[config.mk]
export PLATFORM = sky130hd
export DESIGN_NAME = alu2_share_ctrl
export DESIGN_NICKNAME = d
export VERILOG_FILES = /design/src/rtl/alu2_share_pkg.sv /design/src/rtl/rr_arbiter.sv /design/src/rtl/alu2_share_ctrl.sv
export SDC_FILE = /design/constraint.sdc
export NUM_CORES = 1
export LEC_CHECK = 0
export ABC_CLOCK_PERIOD_IN_PS = 9800
export BUFFER_PORTS_ARGS = -buffer_cell sky130_fd_sc_hd__buf_4
export CAP_MARGIN = 0
export CORE_MARGIN = 1
export CORE_UTILIZATION = 55
export CTS_BUF_LIST = sky130_fd_sc_hd__clkbuf_2 sky130_fd_sc_hd__clkbuf_4 sky130_fd_sc_hd__clkbuf_8
export DETAILED_ROUTE_END_ITERATION = 8
export PLACE_DENSITY_LB_ADDON = 0.1
export SLEW_MARGIN = 30
export SYNTH_ARGS = -nofsm -noshare
export SYNTH_HDL_FRONTEND = slang
export SYNTH_HIERARCHICAL = 1
export SYNTH_SLANG_ARGS = --single-unit
export TNS_END_PERCENT = 100
[constraint.sdc]
create_clock -name clk -period 9.8 [get_ports clk]
set_clock_uncertainty 0.2 [all_clocks]
set_input_delay 0.49 -clock clk [delete_from_list [all_inputs] [get_ports clk]]
set_output_delay 0.49 -clock clk [all_outputs]
set_load 0.005 [all_outputs]
[src/rtl/alu2_share_pkg.sv]
// Shared constants and pipeline payload types for the alu2 sharing controller.
package alu2_share_pkg;

    localparam int unsigned IW       = 10;
    localparam int unsigned OW       = 6;
    localparam int unsigned NREQ_DEF = 4;
    localparam int unsigned NREQ_MAX = 8;

    // Requester index, sized for the largest supported NREQ.
    typedef logic [$clog2(NREQ_MAX)-1:0] req_id_t;

    // Contents of one pipeline stage.
    typedef struct packed {
        logic          vld;
        logic [IW-1:0] op;
        req_id_t       id;
    } stage_t;

endpackage

[src/rtl/rr_arbiter.sv]
// Combinational round-robin arbiter: first asserted request at or after ptr wins.
module rr_arbiter #(
    parameter int unsigned NREQ = 4,
    localparam int unsigned IDW = (NREQ > 1) ? $clog2(NREQ) : 1
) (
    input  logic [NREQ-1:0] req,
    input  logic [IDW-1:0]  ptr,
    input  logic            en,
    output logic [NREQ-1:0] gnt,
    output logic [IDW-1:0]  gnt_idx,
    output logic            any
);

    // Rotate the search origin to ptr and take the first valid requester.
    always_comb begin
        int unsigned idx;
        gnt     = '0;
        gnt_idx = '0;
        any     = 1'b0;
        idx     = 0;
        for (int unsigned k = 0; k < NREQ; k++) begin
            idx = (32'(ptr) + k) % NREQ;
            if (en && !any && req[IDW'(idx)]) begin
                gnt[IDW'(idx)] = 1'b1;
                gnt_idx        = IDW'(idx);
                any            = 1'b1;
            end
        end
    end

endmodule

[src/rtl/alu2_share_ctrl.sv]
// Round-robin front end sharing one external alu2_cl among NREQ requesters.
module alu2_share_ctrl #(
    parameter int unsigned NREQ = alu2_share_pkg::NREQ_DEF,
    parameter int unsigned IW   = alu2_share_pkg::IW,
    parameter int unsigned OW   = alu2_share_pkg::OW,
    parameter int unsigned CW   = 16,
    localparam int unsigned IDW = (NREQ > 1) ? $clog2(NREQ) : 1
) (
    input  logic                 clk,
    input  logic                 rst,
    input  logic [NREQ-1:0]      req_valid,
    output logic [NREQ-1:0]      req_ready,
    input  logic [NREQ*IW-1:0]   req_data,
    output logic [IW-1:0]        alu_in,
    input  logic [OW-1:0]        alu_out,
    output logic                 rsp_valid,
    input  logic                 rsp_ready,
    output logic [OW-1:0]        rsp_data,
    output logic [IDW-1:0]       rsp_id,
    output logic                 busy,
    output logic [CW-1:0]        op_count
);

    import alu2_share_pkg::*;

    stage_t         iss_q, iss_d;
    logic           rsp_valid_q, rsp_valid_d;
    logic [OW-1:0]  rsp_data_q, rsp_data_d;
    logic [IDW-1:0] rsp_id_q, rsp_id_d;
    logic [IDW-1:0] ptr_q, ptr_d;
    logic [CW-1:0]  op_count_q, op_count_d;

    logic            rsp_adv, iss_adv, arb_en;
    logic [NREQ-1:0] gnt;
    logic [IDW-1:0]  gnt_idx;
    logic            gnt_any;
    logic [IW-1:0]   gnt_op;

    // Stage advance conditions; arbitration is suppressed during reset.
    always_comb begin
        rsp_adv = !rsp_valid_q || rsp_ready;
        iss_adv = !iss_q.vld || rsp_adv;
        arb_en  = iss_adv && !rst;
    end

    rr_arbiter #(.NREQ(NREQ)) u_arb (
        .req     (req_valid),
        .ptr     (ptr_q),
        .en      (arb_en),
        .gnt     (gnt),
        .gnt_idx (gnt_idx),
        .any     (gnt_any)
    );

    // One-hot select of the granted operand vector.
    always_comb begin
        gnt_op = '0;
        for (int unsigned i = 0; i < NREQ; i++) begin
            if (gnt[i]) begin
                gnt_op = gnt_op | req_data[i*IW +: IW];
            end
        end
    end

    // Next-state for pipeline, pointer and counter; registers hold by default.
    always_comb begin
        iss_d       = iss_q;
        rsp_valid_d = rsp_valid_q;
        rsp_data_d  = rsp_data_q;
        rsp_id_d    = rsp_id_q;
        ptr_d       = ptr_q;
        op_count_d  = op_count_q;

        if (rsp_adv) begin
            rsp_valid_d = iss_q.vld;
            if (iss_q.vld) begin
                rsp_data_d = alu_out;
                rsp_id_d   = IDW'(iss_q.id);
            end
        end

        // op/id keep their last value on a bubble so alu_in stays quiet.
        if (iss_adv) begin
            iss_d.vld = gnt_any;
            if (gnt_any) begin
                iss_d.op = gnt_op;
                iss_d.id = $bits(req_id_t)'(gnt_idx);
            end
        end

        if (gnt_any) begin
            ptr_d = (32'(gnt_idx) == NREQ - 1) ? '0 : IDW'(32'(gnt_idx) + 1);
            if (op_count_q != '1) begin
                op_count_d = op_count_q + CW'(1);
            end
        end
    end

    // State registers with synchronous reset.
    always_ff @(posedge clk) begin
        if (rst) begin
            iss_q       <= '0;
            rsp_valid_q <= 1'b0;
            rsp_data_q  <= '0;
            rsp_id_q    <= '0;
            ptr_q       <= '0;
            op_count_q  <= '0;
        end else begin
            iss_q       <= iss_d;
            rsp_valid_q <= rsp_valid_d;
            rsp_data_q  <= rsp_data_d;
            rsp_id_q    <= rsp_id_d;
            ptr_q       <= ptr_d;
            op_count_q  <= op_count_d;
        end
    end

    assign req_ready = gnt;
    assign alu_in    = iss_q.op;
    assign rsp_valid = rsp_valid_q;
    assign rsp_data  = rsp_data_q;
    assign rsp_id    = rsp_id_q;
    assign busy      = iss_q.vld || rsp_valid_q;
    assign op_count  = op_count_q;

endmodule

==> key figures, run 1 <==
Setup path
  – CP Class: reg2out
  – Crit path launch type: register
  – Worst path slowest cell: o2bb2ai_1
  – Worst-path cell chain: inv_1 -> ha_1 -> mux2_2 -> nor4b_1 -> o21ai_2 -> o2bb2ai_1 -> buf_4
  – WP data required: 9.11 ns
  – Worst path max stage delay: around 0.76 ns
  – Worst R2R End: alu_in[9]
  – R2r startpoint: ptr_q[0]
  – Setup slack, reg-to-reg: approximately 5.7 ns
  – Crit. End Element: primary output
  – Crit path from: ptr_q[0]
  – Crit path arrival time: 3.79 ns
  – Critical Path End: req_ready[2]
  – R2R depth: 8
  – CP Max Fanout: 13

Global route
  – Vias in the first global route: ~2100
  – Total grt overflow: 0
  – Total Routing Usage GR: 24.7%
  – First-pass GRT wire length: ~9.9 mm
  – Pin count of the biggest net entering global routing: 44
  – Global Route met2 Usage: a little under two fifths
  – Met1 usage: approximately a third
  – Initial antenna violation count: 0
  – GR Util met3: 7.56%
  – Grt peak-use layer: met2

Detailed routing
  – DRC viols: 0
  – Routed Wire Length: approximately 6.0 mm
  – Post-DRT Antenna Nets: 0
  – Via count: approximately 2400
  – WL per Instance: around 15 um
  – DR pass1 iterations: 4
  – Initial DRC Count: approximately 130
  – Vias/cell: between 5 and 6

Floorplanning
  – Rows: 24
  – Width of the die: ~70 um
  – Core Box Area: about 4400 um2
  – Initial Util: between 50% and 60%
  – Die height: around 70 um
  – Die ar.: approximately 4900 um2
  – IO Count: 93

Placed design
  – Cells after DPL: 398
  – GPL Wtd Cong: roughly 0.84
  – Post-DP HPWL: approximately 4.3 mm
  – IO Port Bufs: 92

Worst hold path
  – Hold path cells: 3
  – Hold Path Class: in2reg

CTS
  – # hold bufs at CTS: 0
  – CTS tree: done
  – PostCTS Resize Cnt: 0
  – CTS H-tree depth: 2
  – Root buffer cell: clkbuf_8
  – Clk sinks: 40
  – Clock latency on the worst-skew pair: 0.29 ns
  – Num CTS Buffers: 5
  – Worst-path clk slew: roughly 0.08 ns
  – Clk buf depth: 2
  – Post-CTS setup buffers: 0

Timing
  – Final hold slack: around 0.23 ns
  – Rel. slew slack: 39.3%
  – RSZ-0062 raised after global routing: false
  – Setup violators final: 0
  – Worst slew pin tran: ~0.9 ns
  – Max Clk Rate: ~0.22 GHz
  – Final hold violation count: 0
  – Final setup TNS: 0 ns
  – Final Max Slew Viols: 0
  – Final period util: a little under half
  – Final min period: 4.48 ns

Cells and area
  – Ant diodes: 0
  – Fin cells: between 400 and 500
  – P&R area growth vs syn: 28.5%
  – Final net count: ~420
  – Layout cell share with drive strength beyond 1: around 33%

Synth
  – Syn Inst Count: 280
  – Async S/R FF share, synth: 0%
  – Post-synthesis sequential area ratio: between 30% and 40%
  – Dominant cells by area after synthesis: dfxtp_1, mux2i_1, a22oi_1, nor2_1, ha_1
  – Synth Register Bits: 40
  – Post-Syn Area: 2520 um2
  – Synth warn: 6
  – Syn_area_per_cell: between 9 and 10 um2
  – Syn_nets: between 300 and 400
  – Area share of the largest cell type after synthesis: a little under a third
  – Count leader, synth: dfxtp_1
  – Synth Flop Type: dfxtp_1
  – Commonest cells in the netlist: dfxtp_1, nor2_1, a22oi_1
  – Post-synth top area cell: dfxtp_1
  – Post-synth EDFFs: 0
  – Yosys cell types: between 50 and 60

Power and ir drop
  – Clk pwr share: just over 30%
  – Switch Pwr: ~0.14 mW
  – Power per cell area: 145 nW/um2
  – Total Power: 0.471 mW
  – Seq pwr share: 39.5%
  – Peak supply drop: approximately 96 uV
  – Switching Fraction: between 30 and 40%
  – Leak: 1.42 nW
  – Comb power frac: slightly above 30%
  – Int Pwr: around 0.33 mW

Status
  – Outcome: complete, no violations

Run
  – Max-cap check violation count: 0
==> metal layers <==
| layer | part of all wire [%] | wire [um] | vias to the layer above |
|---|---|---|---|
| li1 | - | - | 1191 |
| met1 | 47 | 2790 | 1118 |
| met2 | 44 | 2650 | 101 |
| met3 | 7.7 | 460 | 8 |
| met4 | 1.1 | 68 | 0 |
| met5 | 0 | 0 | - |
==> worst min-delay path by stage <==
stage	slack (ns)	from	endpoint
detailed placement	0.29	rsp_data[2]	rsp_data[2]
global placement	0.28	rsp_data[0]	rsp_data[0]
floorplan	0.26	iss_q[0]	iss_q[0]
CTS	0.22	alu_out[2]	rsp_data[2]
finish	0.23	alu_out[4]	rsp_data[4]
global route	0.21	alu_out[2]	rsp_data[2]
==> critical path, delay by kind of cell, from the launching register on <==
kind            cells  cell delay, ns
flops               1            0.64
buf+inv             2            0.48
mux                 1            0.37
compound gates      2            0.92
simple gates        1            0.56
fa+ha+maj           1            0.52
==> power by group through the flow <==
stage               combinational (mW)  sequential, mW  clock [mW]
floorplan                        0.102           0.186           0
global placement                 0.138           0.189           0
detailed placement               0.141           0.190           0
CTS                              0.142           0.186       0.145
global route                     0.155           0.188       0.154
finish                           0.142           0.186       0.143
==> kinds of logic after synthesis <==
kind of cell	after synthesis	share of synthesized area [%]
adder cells (fa/ha/maj)	10	4.96
flip-flops	40	31.8
AO/OA/AOI/OAI	74	22.3
AND/OR/NAND/NOR	92	19.8
multiplexers	25	12.3
XOR/XNOR	3	1.04
buffers and inverters	36	7.89
==> cell type report <==
class                   count  area (um2)
clock buffers               6        82.6
clock inverters             2        38.8
fillers                   335        1140
inverters                   9        33.8
multi-input cells         204        1520
flip-flops and latches     40         801
well taps                  52        65.1
repair buffers             93         698
==> registers in the layout, summed over array words and instances (netlist names) <==
name / count
rsp_data: 6
rsp_id: 2
rsp_valid: 1
alu_in: 10
ptr_q: 2
iss_q: 3
op_count: 16
==> cell usage in the layout, fill, tap and decap left out, drive strengths merged, types with 5 or more instances in the layout <==
cell type / count
buf: 93
or3: 5
o2bb2ai: 5
ha: 10
o21ai: 11
dfxtp: 40
nand3: 5
inv: 9
a311oi: 11
a22oi: 21
mux2i: 19
nand4: 8
a21oi: 14
clkbuf: 6
nor2: 36
nand2: 15
==> metrics by stage <==
step	worst slack (ns)	utilization (%)	instance area [um2]
final	5.32	73.9	3240
after global routing	5.07	73.9	3240
after CTS	5.38	73.9	3240
after detailed placement	5.75	71.1	3120
after global placement	5.94	71.1	3120
after floorplan	6.47	-	2520
Note: power is estimated with default switching activity, not from simulation.
==> run 2, diff against run 1 <==
ABC_CLOCK_PERIOD_IN_PS = 4700   (was 9800)
CORE_UTILIZATION = 51   (was 55)
clock period = 4.7 ns   (was 9.8 ns; I/O delays follow)
==> run 2 against run 1 <==
Effect of this change: first-iteration DRC count up 19%; design area grew 2.4%; clock power up 68%; combinational power grew 110%; count of clock-buffer cells in the layout rose by 1; non-clock buffer count is 9 higher; cell count up 5.7%; global-route usage decreased by 1.4 points; sequential power grew 110%; critical endpoint unchanged; largest power group unchanged; highest routed layer unchanged.
==> key figures, run 2 (synthesis gave the netlist of run 1 again) <==
Timing
  – Final period util: approximately 87%
  – Worst slew pin tran: 0.893 ns (-0.0172 ns)
  – Setup violators final: 0 (unchanged)
  – Final Max Slew Viols: 0 (unchanged)
  – Rel. slew slack: 40.5% (+1.1 points)
  – Final hold violation count: 0 (unchanged)
  – RSZ-0062 raised after global routing: false
  – Final setup margin: 0.600 ns (-4.72 ns)
  – Final min period: ~4.1 ns
  – Max Clk Rate: 0.244 GHz
  – Final setup TNS: 0 ns (unchanged)

Setup path
  – Crit path arrival time: 3.66 ns (-0.13 ns)
  – Crit path launch type: register
  – Worst-path cell chain: inv_1 -> ha_1 -> mux2_2 -> nor4b_1 -> o21ai_2 -> o2bb2ai_1 -> buf_4
  – Worst path slowest cell: o2bb2ai_1
  – R2r startpoint: ptr_q[0]
  – Setup slack, reg-to-reg: 0.76 ns (-4.98 ns)
  – CP Buf/Inv Count: 2 (unchanged)
  – Family with the most delay on the worst path: compound AO/OA/AOI/OAI gates
  – Crit. End Element: primary output
  – Worst R2R End: alu_in[1]
  – R2R depth: 8 (unchanged)
  – Worst path max stage delay: 0.74 ns (-0.02 ns)
  – WP data required: 4.26 ns (-4.85 ns)
  – CP Max Fanout: 13 (unchanged)
  – CP Class: reg2out

Detailed routing
  – Post-DRT Antenna Nets: 0 (unchanged)
  – Vias/cell: 5.60 (-5.9%)
  – Routed Wire Length: 6.05 mm (+1.3%)
  – DR pass1 iterations: 4 (unchanged)
  – WL per Instance: 14.1 um (-4.2%)
  – DRC viols: 0 (unchanged)
  – Initial DRC Count: 153 (+19%)
  – Via count: 2404 (-0.58%)

Global route
  – Pin count of the biggest net entering global routing: 44 (unchanged)
  – Total grt overflow: 0 (unchanged)
  – Grt peak-use layer: met2
  – Initial antenna violation count: 0 (unchanged)
  – Total Routing Usage GR: 23.2% (-1.4 points)
  – First-pass GRT wire length: 9.67 mm (-2.4%)
  – GR Util met3: 4.31% (-3.3 points)
  – Vias in the first global route: 2160 (+0.61%)
  – Global Route met2 Usage: 39.0% (+0.96 points)
  – Met1 usage: 30.0% (-3.5 points)

Cells and area
  – Most common cell after layout, fill and taps aside: buf_4
  – Final net count: 425 (+2.2%)
  – Layout cell share with drive strength beyond 1: 32.9% (-0.18 points)
  – Ant diodes: 0 (unchanged)
  – Fin cells: 429 (+5.7%)
  – Fin area: 3320 um2 (+2.4%)
  – P&R area growth vs syn: 31.6%
  – Max reg flops: 16 (unchanged)
  – Most frequent cells in the layout: buf_4, dfxtp_1, nor2_1, a22oi_1, mux2i_1

CTS
  – Clk sinks: 40 (unchanged)
  – Worst-path clk slew: 0.07 ns (about the same)
  – Clk buf depth: 2 (unchanged)
  – CTS H-tree depth: 2 (unchanged)
  – Num CTS Buffers: 5 (unchanged)
  – Root buffer cell: clkbuf_8
  – Clock latency on the worst-skew pair: 0.28 ns (about the same)
  – CTS tree: done

Run
  – Max-cap check violation count: 0 (unchanged)

Worst hold path
  – Worst Hold Path EP: rsp_valid
  – Hold path cells: 4 (+1)
  – Hold Path Class: in2reg
  – Hold Startpoint: rsp_ready

Placed design
  – Area post-placement: 3160 um2 (+1.3%)
  – Cells after DPL: 416 (+4.5%)
  – Post-DP HPWL: 4.38 mm (+1.8%)
  – Post-Place Setup Slack: 0.822 ns (-4.93 ns)
  – IO Port Bufs: 92 (unchanged)
  – GPL Wtd Cong: 0.866 (+2.6%)

Floorplanning
  – Rows: 25 (+4.2%)
  – Die height: 72.3 um (+3.7%)
  – IO Count: 93 (unchanged)
  – Core Box Area: 4750 um2 (+8.4%)
  – Width of the die: 72.3 um (+3.7%)
  – Initial Util: 53.0% (-4.5 points)
  – Die ar.: 5230 um2 (+7.6%)

Status
  – Outcome: complete, no violations

Power and ir drop
  – Peak supply drop: 284 uV (+200%)
  – Power per cell area: 281 nW/um2 (+93%)
  – Leak: 1.45 nW (+2.1%)
run 2: cell count changes in the layout (fill, tap and decap cells not counted), sizes merged:
cell,change
buf,+3
clkbuf,+1
bufinv,-1
dlygate4sd3,+6
clkinv,-1
run 2: layout make-up:
cell class,count,area (um2)
inverter,9,33.8
sequential,40,801
fill,395,1440
clock buffer,7,96.3
tap,67,83.8
timing repair buffer,102,781
multi-input combinational,204,1520
run 2: worst max-delay path by stage:
stage,from,end,slack [ns],cells past startpoint
floorplan,ptr_q[1],iss_q[0],1.37,12
global placement,ptr_q[0],alu_in[4],0.90,8
detailed placement,ptr_q[0],alu_in[3],0.82,8
CTS,ptr_q[0],req_ready[2],0.63,7
global route,ptr_q[0],req_ready[2],0.35,7
finish,ptr_q[0],req_ready[2],0.60,7
run 2: per-layer routing:
layer | routed length (um) | part of all wire [%] | up-vias
met4 | 108 | 1.8 | 0
met5 | 0 | 0 | -
met1 | 2750 | 45 | 1107
met3 | 359 | 5.9 | 11
met2 | 2830 | 47 | 78
li1 | - | - | 1208
run 2: what timing repair did:
action,4_1_cts,5_1_grt
gates resized for setup,0,0
buffers inserted,0,0
setup endpoints to repair,0,0
hold buffers,6,0
hold endpoints to repair,6,0
run 2: worst register-to-register path, delay by kind of cell, from the launching register on:
| kind | cells | cell delay, ns |
|---|---|---|
| adder cells (fa/ha/maj) | 1 | 0.52 |
| multiplexers | 1 | 0.37 |
| AO/OA/AOI/OAI | 4 | 1.40 |
| AND/OR/NAND/NOR | 1 | 0.49 |
| buffers and inverters | 1 | 0.23 |
| flip-flops | 1 | 0.64 |
run 2: metrics by stage:
step	hold slack, ns	utilization, %	total power [mW]
2_1_floorplan	0.179	-	0.600
3_3_place_gp	0.263	66.5	0.689
3_5_place_dp	0.271	66.5	0.693
4_1_cts	0.0693	69.8	0.937
5_1_grt	0.101	69.8	0.983
6_report	0.0784	69.8	0.931
run 2: power breakdown:
| group | leakage [nW] | total, mW | switching (mW) | internal [mW] |
|---|---|---|---|---|
| Combinational | 1.08 | 0.303 | 0.147 | 0.156 |
| Clock | 0.0503 | 0.240 | 0.109 | 0.131 |
| Sequential | 0.326 | 0.388 | 0.0247 | 0.363 |
| Total | 1.45 | 0.931 | 0.281 | 0.649 |
==> run 3, diff against run 2 <==
PLACE_DENSITY = 0.82   (was not set)
PLACE_DENSITY_LB_ADDON = not set   (was 0.1)
==> run 3 against run 2 <==
Effect of this change: routed wire length up 5.0%; critical path depth grew 3; highest routed layer unchanged; worst hold slack worse by 0.0050 ns; design area increased by 1.2%; clock power grew 25%; global-route usage grew 0.89 points; cell count grew 0.70%; largest power group unchanged; count of clock-buffer cells in the layout decreased by 1; sequential share of layout area decreased by 0.29 points; critical path type is now reg2reg.
==> key figures, run 3 (synthesis gave the netlist of run 1 again) <==
Global route
  – Pin count of the biggest net entering global routing: 44 (unchanged)
  – Vias in the first global route: 2222 (+2.9%)
  – Total Routing Usage GR: 24.1% (+0.89 points)
  – First-pass GRT wire length: 10.1 mm (+4.1%)
  – Total grt overflow: 0 (unchanged)
  – Initial antenna violation count: 0 (unchanged)

Detailed routing
  – Routed Wire Length: 6.35 mm (+5.0%)
  – WL per Instance: 14.7 um (+4.2%)
  – DRC viols: 0 (unchanged)
  – Via count: 2471 (+2.8%)
  – Vias/cell: 5.72 (+2.1%)
  – DR pass1 iterations: 4 (unchanged)
  – Post-DRT Antenna Nets: 0 (unchanged)
  – Initial DRC Count: 159 (+3.9%)

Setup path
  – CP Max Fanout: 22 (+9)
  – Worst path slowest cell: mux4_1
  – R2r startpoint: ptr_q[1]
  – Crit path arrival time: 3.63 ns (-0.03 ns)
  – Worst path max stage delay: 0.64 ns (-0.10 ns)
  – Crit. End Element: register
  – Crit path from: ptr_q[1]
  – Worst-path cell chain: inv_1 -> ha_1 -> mux4_1 -> or2_4 -> o31a_1 -> inv_1 -> nor2_1 -> buf_4 -> mux2i_1 -> nor2_1
  – Setup slack, reg-to-reg: 1.04 ns (+0.28 ns)
  – WP data required: 4.67 ns (+0.41 ns)
  – Critical Path End: iss_q[1]
  – Crit path launch type: register
  – CP Class: reg2reg
  – Worst R2R End: iss_q[1]
  – R2R depth: 10 (+2)

Timing
  – Final Max Slew Viols: 0 (unchanged)
  – Final period util: 77.9% (-9.4 points)
  – RSZ-0062 raised after global routing: false
  – Setup violators final: 0 (unchanged)
  – Final hold violation count: 0 (unchanged)
  – Worst slew pin tran: 0.725 ns (-0.168 ns)
  – Final min period: 3.66 ns (-0.440 ns)
  – Final setup TNS: 0 ns (unchanged)
  – Rel. slew slack: 51.3% (+11 points)
  – Max Clk Rate: 0.273 GHz (+12%)

Cells and area
  – Fillers: 396 (+0.25%)
  – Max reg flops: 16 (unchanged)
  – Storage element area: 801 um2 (unchanged)
  – Most frequent cells in the layout: buf_4, dfxtp_1, nor2_1, a22oi_1, mux2i_1
  – Most common cell after layout, fill and taps aside: buf_4
  – Fin cells: 432 (+0.70%)
  – P&R area growth vs syn: 33.2%
  – Ant diodes: 0 (unchanged)
  – Multi-input gate area: 1520 um2 (unchanged)
  – Final net count: 427 (+0.47%)
  – Layout cell share with drive strength beyond 1: 33.4% (+0.55 points)

CTS
  – Post-CTS setup buffers: 0 (unchanged)
  – CTS tree: done
  – Clk buf depth: 2 (unchanged)
  – Num CTS Buffers: 5 (unchanged)
  – Clock latency on the worst-skew pair: 0.29 ns (about the same)
  – Worst-path clk slew: 0.08 ns (about the same)
  – Clk sinks: 40 (unchanged)
  – CTS H-tree depth: 2 (unchanged)
  – Root buffer cell: clkbuf_8

Placed design
  – Cells after DPL: 418 (+0.48%)
  – GPL Wtd Cong: 0.951 (+9.8%)
  – IO Port Bufs: 92 (unchanged)
  – Post-DP HPWL: 4.46 mm (+1.8%)

Worst hold path
  – Hold Path Class: in2reg

Floorplanning
  – Core Box Area: 4750 um2 (unchanged)
  – IO Count: 93 (unchanged)
  – Width of the die: 72.3 um (unchanged)
  – Initial Util: 53.0% (unchanged)
  – Rows: 25 (unchanged)
  – Die height: 72.3 um (unchanged)
  – Die ar.: 5230 um2 (unchanged)

Status
  – Outcome: complete, no violations

Power and ir drop
  – Leak: 1.47 nW (+1.5%)
  – Power per cell area: 298 nW/um2 (+6.1%)
  – Total Power: 0.999 mW (+7.4%)
  – Peak supply drop: 250 uV (-12%)

Run
  – Max-cap check violation count: 0 (unchanged)
==> run 3: changes by cell type in the layout (fill, tap and decap cells not counted) <==
cell       change
buf_4          +2
bufinv_16      +1
clkbuf_8       -1
clkinv_4       +1
==> run 3: routing by layer <==
metal / wire, um / vias up / part of all wire [%] / GRT usage (%)
li1: - / 1206 / - / -
met1: 2700 / 1161 / 42 / 30.2
met2: 3090 / 98 / 49 / 41.0
met3: 512 / 6 / 8.1 / 6.53
met4: 48 / 0 / 0.76 / 6.10
met5: 0 / - / 0 / 0
==> run 3: worst min path at each step <==
stage,startpoint,slack (ns),endpoint,cells past startpoint
6_report,rsp_ready,0.07,rsp_valid,4
5_1_grt,rsp_ready,0.11,rsp_valid,4
4_1_cts,rsp_ready,0.08,rsp_valid,4
3_5_place_dp,alu_out[3],0.27,rsp_data[3],3
3_3_place_gp,alu_out[0],0.26,rsp_data[0],3
2_1_floorplan,alu_out[0],0.18,rsp_data[0],2
==> run 3: stage by stage <==
step                instance area (um2)  util, %  hold slack, ns  setup slack, ns
floorplan                          2520        -           0.179             1.37
global placement                   3180     66.8           0.263             1.17
detailed placement                 3180     66.8           0.275             1.07
CTS                                3360     70.6          0.0751             1.04
global route                       3360     70.6           0.106            0.796
finish                             3360     70.6          0.0734             1.04
==> run 3: final cells by class <==
type	count	share of cell area [%]
Multi-Input combinational cell	204	45.3
Sequential cell	40	23.9
Timing Repair Buffer	104	23.7
Tap cell	67	2.50
Clock buffer	6	2.46
Clock inverter	2	1.16
Inverter	9	1.01
==> run 3: where the power goes <==
part           switching, mW  leakage [nW]  internal (mW)
logic                  0.157          1.09          0.160
clock network          0.125        0.0614          0.174
registers             0.0207         0.326          0.363
==> run 3: critical path: cells and delay by family, from the launching register on <==
kind	cells	cell delay, ns
AND/OR/NAND/NOR	3	0.40
multiplexers	2	0.80
buffers and inverters	3	0.68
adder cells (fa/ha/maj)	1	0.51
flip-flops	1	0.58
AO/OA/AOI/OAI	1	0.36
==> run 3: what timing repair did <==
item | CTS | global route
endpoints found under the setup margin | 0 | 0
hold buffers | 6 | 0
endpoints found under the hold margin | 6 | 0
resized for setup | 0 | 0
